### src/rtl/byte_serial_subtractor_pkg.sv
// Shared definitions for the byte-serial subtractor: FSM state encoding,
// default geometry and a helper for sizing the slice counter.
package byte_serial_subtractor_pkg;

  localparam int unsigned DEF_WIDTH = 32;
  localparam int unsigned DEF_SLICE = 8;

  typedef enum logic [1:0] {
    IDLE = 2'd0,
    RUN  = 2'd1,
    DONE = 2'd2
  } state_e;

  function automatic int unsigned cnt_width(input int unsigned n);
    return (n > 1) ? $clog2(n) : 1;
  endfunction

endpackage

### src/rtl/byte_serial_subtractor_sub_slice.sv
// SLICE-bit ripple-carry adder; the caller supplies the inverted subtrahend
// so the same cell performs one slice of a - b - borrow.
module sub_slice #(
  parameter int unsigned SLICE = 8
) (
  input  logic [SLICE-1:0] a,
  input  logic [SLICE-1:0] b_n,
  input  logic             cin,
  output logic [SLICE-1:0] sum,
  output logic             cout
);

  logic [SLICE:0] c;

  always_comb begin
    c    = '0;
    sum  = '0;
    c[0] = cin;
    for (int unsigned i = 0; i < SLICE; i++) begin
      sum[i]   = a[i] ^ b_n[i] ^ c[i];
      c[i+1]   = (a[i] & b_n[i]) | (c[i] & (a[i] ^ b_n[i]));
    end
  end

  assign cout = c[SLICE];

endmodule

### src/rtl/byte_serial_subtractor.sv
// Computes input1 - input2 - bin one SLICE per clock through a single shared
// ripple slice; result, bout and overflow are registered at completion.
module byte_serial_subtractor
  import byte_serial_subtractor_pkg::*;
#(
  parameter int unsigned WIDTH = DEF_WIDTH,
  parameter int unsigned SLICE = DEF_SLICE
) (
  input  logic             clk,
  input  logic             rst_n,
  input  logic             start,
  input  logic [WIDTH-1:0] input1,
  input  logic [WIDTH-1:0] input2,
  input  logic             bin,
  output logic             ready,
  output logic             done,
  output logic [WIDTH-1:0] result,
  output logic             bout,
  output logic             overflow
);

  localparam int unsigned    NSL  = WIDTH / SLICE;
  localparam int unsigned    CW   = cnt_width(NSL);
  localparam logic [CW-1:0]  LAST = CW'(NSL - 1);
  localparam logic [WIDTH-1:0] MASK = WIDTH'({SLICE{1'b1}});

  state_e             state_q, state_d;
  logic [CW-1:0]      cnt_q, cnt_d;
  logic               carry_q, carry_d;
  logic [WIDTH-1:0]   a_q, a_d, b_q, b_d, acc_q, acc_d;
  logic [WIDTH-1:0]   result_q, result_d;
  logic               bout_q, bout_d, ovf_q, ovf_d, done_q, done_d;

  logic [31:0]        sh;
  logic [SLICE-1:0]   a_sl, b_sl, sum_sl;
  logic               cout_sl;

  // Slice select/insert by shifting keeps index widths independent of WIDTH.
  always_comb begin
    sh   = 32'(cnt_q) * SLICE;
    a_sl = SLICE'(a_q >> sh);
    b_sl = SLICE'(b_q >> sh);
  end

  sub_slice #(
    .SLICE(SLICE)
  ) u_slice (
    .a    (a_sl),
    .b_n  (~b_sl),
    .cin  (carry_q),
    .sum  (sum_sl),
    .cout (cout_sl)
  );

  always_comb begin
    state_d  = state_q;
    cnt_d    = cnt_q;
    carry_d  = carry_q;
    a_d      = a_q;
    b_d      = b_q;
    acc_d    = acc_q;
    result_d = result_q;
    bout_d   = bout_q;
    ovf_d    = ovf_q;
    done_d   = 1'b0;

    unique case (state_q)
      IDLE, DONE: begin
        if (start) begin
          a_d     = input1;
          b_d     = input2;
          cnt_d   = '0;
          carry_d = ~bin;
          state_d = RUN;
        end else begin
          state_d = IDLE;
        end
      end
      RUN: begin
        acc_d   = (acc_q & ~(MASK << sh)) | (WIDTH'(sum_sl) << sh);
        carry_d = cout_sl;
        if (cnt_q == LAST) begin
          result_d = acc_d;
          bout_d   = ~cout_sl;
          ovf_d    = (a_q[WIDTH-1] != b_q[WIDTH-1]) & (acc_d[WIDTH-1] != a_q[WIDTH-1]);
          done_d   = 1'b1;
          cnt_d    = '0;
          state_d  = DONE;
        end else begin
          cnt_d = cnt_q + CW'(1);
        end
      end
      default: state_d = IDLE;
    endcase
  end

  always_ff @(posedge clk or negedge rst_n) begin
    if (!rst_n) begin
      state_q  <= IDLE;
      cnt_q    <= '0;
      carry_q  <= 1'b0;
      a_q      <= '0;
      b_q      <= '0;
      acc_q    <= '0;
      result_q <= '0;
      bout_q   <= 1'b0;
      ovf_q    <= 1'b0;
      done_q   <= 1'b0;
    end else begin
      state_q  <= state_d;
      cnt_q    <= cnt_d;
      carry_q  <= carry_d;
      a_q      <= a_d;
      b_q      <= b_d;
      acc_q    <= acc_d;
      result_q <= result_d;
      bout_q   <= bout_d;
      ovf_q    <= ovf_d;
      done_q   <= done_d;
    end
  end

  assign ready    = (state_q != RUN);
  assign done     = done_q;
  assign result   = result_q;
  assign bout     = bout_q;
  assign overflow = ovf_q;

endmodule

### config.mk
export PLATFORM = sky130hd
export DESIGN_NAME = byte_serial_subtractor
export DESIGN_NICKNAME = d
export VERILOG_FILES = /design/src/rtl/byte_serial_subtractor_pkg.sv /design/src/rtl/byte_serial_subtractor_sub_slice.sv /design/src/rtl/byte_serial_subtractor.sv
export SDC_FILE = /design/constraint.sdc
export NUM_CORES = 1
export LEC_CHECK = 0
export ABC_CLOCK_PERIOD_IN_PS = 6300
export CORE_UTILIZATION = 30
export DETAILED_ROUTE_END_ITERATION = 16
export PLACE_DENSITY = 0.58
export SYNTH_ARGS = -nofsm -noshare
export SYNTH_HDL_FRONTEND = slang
export SYNTH_SLANG_ARGS = --single-unit
### constraint.sdc
create_clock -name clk -period 6.3 [get_ports clk]
set_clock_uncertainty 0.2 [all_clocks]
set_input_delay 1.26 -clock clk [delete_from_list [all_inputs] [get_ports clk]]
set_output_delay 1.26 -clock clk [all_outputs]
set_load 0.005 [all_outputs]
Word level (Yosys, flattened, before mapping). Index checks and enable logic that the tools add are counted.

Add/sub/neg operators: 1. Equal/unequal tests: 8. Shift operators: 4. Multiplexer cells: 10. Bitwise logic cells: 47. Reduce and logical (&&, ||, !) cells: 6.

Operator list (number): 32-bit by 5-bit right shift with 8-bit output (2); 32-bit AND (1); 32-bit inverter (1); 32-bit OR (1); 8-bit by 5-bit << shifter with 32-bit output (1); 8-bit by 5-bit << shifter with 32-bit output (first input constant) (1); 1-bit AND (17); 1-bit bitwise XOR (16); 8-bit inverter (1); 1-bit OR (8); 2-bit one-hot mux with 2 select lines (2); 2-bit two-way mux (3); 2-bit AND reduction (3); 2-bit equality test (second input constant) (2); 1-bit two-way mux (4); 2-bit != test (second input constant) (2); 2-bit by 1-bit adder with 2-bit output (second input constant) (1); 2-bit by 1-bit equality test with 1-bit output (second input constant) (1); 2-bit logical NOT (1); 1-bit != test (2); 2-bit by 1-bit != test with 1-bit output (second input constant) (1); 1-bit inverter (2); 1-bit one-hot mux with 2 select lines (1); 2-bit nonzero test (1); 2-bit OR reduction (1).

Register bits after elaboration: 136. Input port bits: 68. Output and inout port bits: 36. Logic and storage cells: 86.

Depth between registers and ports, before layout. Gate-level depths: netlist of run 1.

Word-level depth: 22. Gate-level depth with buffers: 20. Mapped depth without buffers: 17.

Hierarchy. A second synthesis of run 1 with hierarchy kept.

Cell total of the unflattened synthesis: 560. Area, all modules: 5696.7 um^2.

By module, submodules not included: byte_serial_subtractor (times used 1, cells an instance 542, area each 5499.0 um^2, sequential area each 3203.1 um^2); sub_slice (times used 1, cells an instance 18, area each 197.7 um^2, sequential area each 0.0 um^2).

Worst setup path before layout of run 1. No wires, ideal clock.

Path type: register to register. Start point: reg cnt_q[0]. End point: reg ovf_q (netlist: overflow). Library setup time: 131 ps. Arrival time: 4354 ps. Data required time: 5969 ps. Setup slack: 1614 ps. Cell stages (with the launch flop): 19. Buffers on the path: 2. Clock period less this slack: 4686 ps. Cells stage by stage: dfrtp_1 > buf_4 > mux4_2 > fa_1 > inv_1 > fa_1 > fa_1 > inv_1 > fa_1 > fa_1 > fa_1 > inv_1 > fa_1 > inv_1 > fa_1 > clkbuf_1 > a31oi_1 > a32oi_1 > o21ai_0.

Longest elaborated chain between the ends: 22. Elaborated cells on any way between the ends: 42. Classes of those cells: eq/ne: 2; shift: 4; bitwise: 35; reduce/logical: 1.

Ends and longest elaborated chain: start: declaration (RTL line byte_serial_subtractor.sv:28) `logic [CW-1:0] cnt_q, cnt_d;`; start signal: assignment (RTL line byte_serial_subtractor.sv:111) `cnt_q <= cnt_d;`; 32-bit by 5-bit right shift with 8-bit output (RTL line byte_serial_subtractor.sv:42) `b_sl = SLICE'(b_q >> sh);`; 8-bit inverter (RTL line byte_serial_subtractor.sv:49) `.b_n (~b_sl),`; 1-bit bitwise XOR (RTL line byte_serial_subtractor_sub_slice.sv:21) `c[i+1] = (a[i] & b_n[i]) | (c[i] & (a[i] ^ b_n[i]));`; 1-bit AND (RTL line byte_serial_subtractor_sub_slice.sv:21); 1-bit OR (RTL line byte_serial_subtractor_sub_slice.sv:21); 1-bit AND (RTL line byte_serial_subtractor_sub_slice.sv:21); 1-bit OR (RTL line byte_serial_subtractor_sub_slice.sv:21); 1-bit AND (RTL line byte_serial_subtractor_sub_slice.sv:21); [... 6 more ...]; 1-bit OR (RTL line byte_serial_subtractor_sub_slice.sv:21); 1-bit AND (RTL line byte_serial_subtractor_sub_slice.sv:21); 1-bit OR (RTL line byte_serial_subtractor_sub_slice.sv:21); 1-bit bitwise XOR (RTL line byte_serial_subtractor_sub_slice.sv:20) `sum[i] = a[i] ^ b_n[i] ^ c[i];`; 8-bit by 5-bit << shifter with 32-bit output (RTL line byte_serial_subtractor.sv:80) `acc_d = (acc_q & ~(MASK << sh)) | (WIDTH'(sum_sl) << sh);`; 32-bit OR (RTL line byte_serial_subtractor.sv:80); 1-bit != test (RTL line byte_serial_subtractor.sv:85) `ovf_d = (a_q[WIDTH-1] != b_q[WIDTH-1]) & (acc_d[WIDTH-1] != a_q[WIDTH-1]);`; 1-bit AND (RTL line byte_serial_subtractor.sv:85); end signal: assignment (RTL line byte_serial_subtractor.sv:118) `ovf_q <= ovf_d;`; end: declaration (RTL line byte_serial_subtractor.sv:32) `logic bout_q, bout_d, ovf_q, ovf_d, done_q, done_d;`.

Parallel ways exist; a longest one is shown, timed or not. A chain may end at the register's enable or synchronous reset.

Worst setup path in the final report of run 1. Ends and elaborated chain as after synthesis.

==> results of run 1 <==
[worst max-delay path, cell delays in order, from the launching register on]
cell and delay, ns:
dfrtp_2 0.68, mux4_2 0.58, fa_1 0.39, inv_1 0.08
fa_1 0.17, fa_1 0.16, inv_1 0.05, fa_1 0.37
fa_1 0.39, fa_1 0.37, inv_1 0.08, fa_1 0.15
inv_1 0.05, fa_1 0.68, a31oi_1 0.13, a32oi_1 0.17
o21ai_0 0.09
[report_power, final]
group	switching (mW)	internal, mW
Sequential	0.264	1.21
Combinational	1.34	1.01
Clock	0.367	0.642
[state kept, by name (all words and copies together) (netlist names)]
signal,cells
bout,1
done,1
result,32
acc_q,24
a_q,32
overflow,1
cnt_q,2
carry_q,1
state_q,2
b_q,32
[worst paths after layout]
check	startpoint	cells past startpoint	endpoint	slack (ns)
max	cnt_q[0]	16	overflow	1.35
min	a_q[16]	2	a_q[16]	0.27
max reg2reg	cnt_q[0]	16	overflow	1.35
min reg2reg	a_q[16]	2	a_q[16]	0.27
max in group asynchronous	rst_n	2	cnt_q[0]	3.82
min in group asynchronous	rst_n	1	result[18]	0.73
[cell families (layout without fill, tap and decap cells)]
family | count (synthesis) | in the layout | share of synthesized area (%)
AOI/OAI and AO/OA | 89 | 89 | 10.8
adders and majority gates | 12 | 12 | 3.68
buffers and inverters | 59 | 161 | 4.63
DFF | 128 | 128 | 56.2
muxes | 16 | 16 | 6.32
and+or+nand+nor | 261 | 261 | 18.4
[synthesized netlist by cell type (5+ instances only)]
library cell  instances  area share [%]
a21oi_1              14             1.2
a221oi_1              8             1.2
a22o_1               15             2.3
a22oi_1               5            0.66
a2bb2oi_1             6            0.92
buf_2                13             1.1
clkbuf_1             20             1.3
dfrtp_1             128              56
fa_1                  8             2.8
inv_1                19             1.3
mux4_2               16             6.3
nand2_1             231              15
nor2_1                9            0.59
o21ai_0              25             2.2
o2bb2ai_1             9             1.4
o31ai_1               5            0.66
[per-stage QoR]
step	worst slack [ns]	total power [mW]
3_5_place_dp	1.32	3.87
4_1_cts	1.30	4.90
5_1_grt	1.06	5.19
2_1_floorplan	1.61	2.94
3_3_place_gp	1.36	3.81
6_report	1.35	4.84
[final cells by class]
cell class	instances	area, sq um
clock inverter	13	160
inverter	20	75.1
clock buffer	19	453
fill	1800	11100
sequential	128	3200
multi-input combinational	378	2250
timing repair buffer	109	1070
tap	234	293
[routing by layer]
layer	up-vias	track usage (%)
met4	0	5.78
met3	8	4.10
met1	2053	20.6
li1	2047	-
met5	-	0
met2	114	23.9
==> run metrics, run 1 <==
Die Height=between 100 and 150 um; Hold WC Path Type=flop to flop; final hold vios=0; routed wl met3=791 um; Final Cell Area=about 7500 sq um; Num CTS Buffers=17; Worst Setup End Kind=flop; final setup violating endpoints=0; clk root buf=clkbuf_16; fin crit share=about four fifths; VDD IR max=0.452 mV; Pwr per Cell Area=644 nW/um^2; WP data arrival=slightly above 5 ns; most frequent cells in the layout=nand2_1, dfrtp_1, clkdlybuf4s50_1; post-CTS sizing=0; crit-path max FO=17; Die Width=140 um; Gate Count Post-Synth=565; RD Place Congestion=~0.79; uppermost layer routed=met4; Synth Flop Type=dfrtp_1; final antenna-violating net count=0; Critical Path Source Type=flop; initial antenna violation count=0; Via Count=4222; fin cells=between 900 and 1000; total gr overflow=0; core box area=18600 sq um; DR WL/cell=15.6 um; DRT Pass-1 Iters=4; Die Area=slightly below 20000 sq um; Metal-1 WL=6.42 mm; Post-DP Area=6890 sq um; Synthesized Nets=645; Hold WS=0.269 ns; Util after Layout=40.3%; YS warnings=0; Skew-Pair Late Insertion Delay=0.42 ns; CTS clock-pin slew for the worst setup and hold paths=0.06 ns; critical path class=flop to flop; largest net degree at the start of global routing=68; setup TNS=0 ns; flops & latches, synth=128; Maximum Capacitance Violations=0; First DRT Iteration DRCs=324; first-pass GRT wire length=23.0 mm; most common cell after layout, fill and taps aside=nand2_1; share of cells above drive strength 1=9.60%; ANT cells=0; post-synthesis async set-or-reset flop share=100%; Layout area overhead=31.6%; sequential area share after synthesis=56.2%; WL met2=between 6 and 7 mm; synth unique cells=36; Rows=50; Max-slew headroom=45.8%; vias in the first global route=roughly 4400; DP Wirelength=9.96 mm; RSZ-0062 raised after global routing=false; Req. time, crit path=6.38 ns; DR vias/cell=4.69; TritonCTS clock tree=done; Total GRT Usage=15.4%; status=finished clean; Pleak=3.48 nW; crit path time final=4.95 ns; mapped cell area=5700 sq um; DRC violations left=0; layout net count=between 700 and 800; Initial Utilization=between 30% and 40%; Post-Route WL=14.1 mm; I/O pins=104; placed cells=about 870; CTS sink count=128; Final Slew Violations=0; Least-Margin Pin Slew=0.812 ns; clk buf depth=2; H-tree levels=4; Achievable Freq=0.202 GHz; IO buf count=103; postcts setup bufs=0; Synth Area per Inst=10.1 sq um; number of synthesized flops with an enable pin=0; Hold Buf Count CTS=0
No activity file was read; power rests on OpenSTA's default activity.
==> run 2, diff against run 1 <==
Settings changed: ABC_CLOCK_PERIOD_IN_PS 6300 to 4300, PLACE_DENSITY 0.58 to 0.59.
Clock period 6.3 ns to 4.3 ns, I/O delays scaled along.
==> run metrics, run 2 (synthesized netlist as in run 1, its figures left out) <==
CTS sink count=128; Die Area=~20000 sq um; Max-slew headroom=roughly two fifths; crit path time final=approximately 4.3 ns; First DRT Iteration DRCs=291; TritonCTS clock tree=done; Least-Margin Pin Slew=0.880 ns; DP Wirelength=10.2 mm; final setup violating endpoints=0; crit-path max FO=4; H-tree levels=4; Maximum Capacitance Violations=0; Req. time, crit path=4.38 ns; Rows=50; setup TNS=0 ns; Num CTS Buffers=17; fin crit share=100%; Pleak=3.50 nW; CTS clock-pin slew for the worst setup and hold paths=0.05 ns; Initial Utilization=30.6%; most common cell after layout, fill and taps aside=nand2_1; Via Count=roughly 4300; Post-Route WL=14.5 mm; Hold WC Path Type=input pin to async pin; Crit path largest cell delay=between 0.5 and 0.6 ns; critical path class=flop to flop; IO buf count=103; DRT Pass-1 Iters=11; Skew-Pair Late Insertion Delay=~0.42 ns; placed cells=877; Hold Buf Count CTS=0; Total GRT Usage=15.5%; largest net degree at the start of global routing=63; Final Slew Violations=0; share of cells above drive strength 1=12.2%; status=finished clean; vias in the first global route=4433; DR vias/cell=4.76; CP dominant cell by count=fa_2; slowest cell on the critical path=fa_2; most frequent cells in the layout=nand2_1, dfrtp_1, clkdlybuf4s50_1; initial antenna violation count=0; Pwr per Cell Area=970 nW/um^2; clk root buf=clkbuf_16; final antenna-violating net count=0; Critical Path Source Type=flop; Worst Setup End Kind=flop; core box area=about 19000 sq um; Achievable Freq=0.233 GHz; first-pass GRT wire length=about 23 mm; Die Width=140 um; RSZ-0062 raised after global routing=true; DR WL/cell=16.0 um; Layout area overhead=32.6%; final hold vios=0; clk buf depth=2; layout net count=743; fin cells=906; area of the multi-input gates=roughly 2300 sq um; cells along the critical path=mux4_2, fa_2, inv_2, fa_2, fa_1, inv_2, fa_2, fa_2, fa_2, inv_2, fa_2, inv_2, fa_2, a31oi_1, a32oi_1, o21ai_1; register area=3200 sq um; VDD IR max=between 0.6 and 0.7 mV; total gr overflow=0; RD Place Congestion=0.791; DRC violations left=0; ANT cells=0; Die Height=140 um; Fill cells=1818; WP data arrival=around 4.4 ns; I/O pins=about 100
-- run 2: cell count changes in the layout (fill, tap and decap cells not counted), moves of 4 or more --
cell / before / now
buf_4: 7 / 13
inv_1: 19 / 14
inv_2: 1 / 6
fa_1: 8 / 1
fa_2: 0 / 7
clkinvlp_4: 5 / 1
-- run 2: worst max-delay path: cells and delay by family, from the launching register on --
kind | cells | cell delay [ns]
fa+ha+maj | 8 | 2.47
flops | 1 | 0.41
buf+inv | 4 | 0.20
mux | 1 | 0.53
compound gates | 3 | 0.33
-- run 2: area by class of cell --
cell class                 count  share of cell area, %
clock buffer                  22                   6.27
clock inverter                 6                  0.811
multi-input combinational    378                   30.3
timing repair buffer         118                   15.4
sequential                   128                   42.4
inverter                      20                  0.993
tap                          234                   3.87
-- run 2: metrics by stage --
| step | utilization [%] | total power, mW | hold WS, ns | setup WS, ns | area [sq um] |
|---|---|---|---|---|---|
| detailed placement | 37.4 | 5.90 | 0.259 | -0.0818 | 6980 |
| finish | 40.6 | 7.33 | 0.203 | 0.00200 | 7560 |
| CTS | 40.4 | 7.29 | 0.215 | -0.0526 | 7540 |
| global placement | 37.4 | 5.78 | 0.256 | -0.0287 | 6980 |
| global route | 40.6 | 7.81 | 0.239 | -0.128 | 7560 |
| floorplan | - | 4.42 | 0.240 | -0.119 | 5730 |
-- run 2: worst paths after layout --
kind | slack [ns] | startpoint | to | cells past startpoint
setup / recovery | 0.002 | cnt_q[0] | overflow | 16
hold / removal | 0.20 | rst_n | result[17] | 1
setup reg to reg | 0.002 | cnt_q[0] | overflow | 16
hold reg to reg | 0.27 | b_q[19] | b_q[19] | 2
max in group asynchronous | 2.82 | rst_n | cnt_q[0] | 2
min in group clk | 0.27 | b_q[19] | b_q[19] | 2
-- run 2: where the power goes --
part           switching [mW]  internal (mW)  total (mW)
sequential              0.331           1.78        2.11
combinational            2.15           1.75        3.90
clock                   0.498          0.824        1.32
-- run 2: routing by layer --
metal	track usage [%]	vias to the layer above	wire length [um]
met2	25.1	120	6960
met5	0	-	0
met4	6.59	0	269
met3	3.73	22	639
li1	-	2061	-
met1	19.9	2113	6610
-- run 2: timing repair --
| item | in CTS | in global routing |
|---|---|---|
| setup buffers | 1 | 0 |
| pin swaps | 3 | 4 |
| endpoints found under the hold margin | 0 | 0 |
| setup endpoints to repair | 3 | 8 |
| resized for setup | 3 | 8 |
==> run 3, diff against run 2 <==
Settings changed: GPL_TIMING_DRIVEN set to 1, SLEW_MARGIN set to 15.
==> results of run 3 <==
No change in the layout: final DEF, timing and power equal those of run 2.
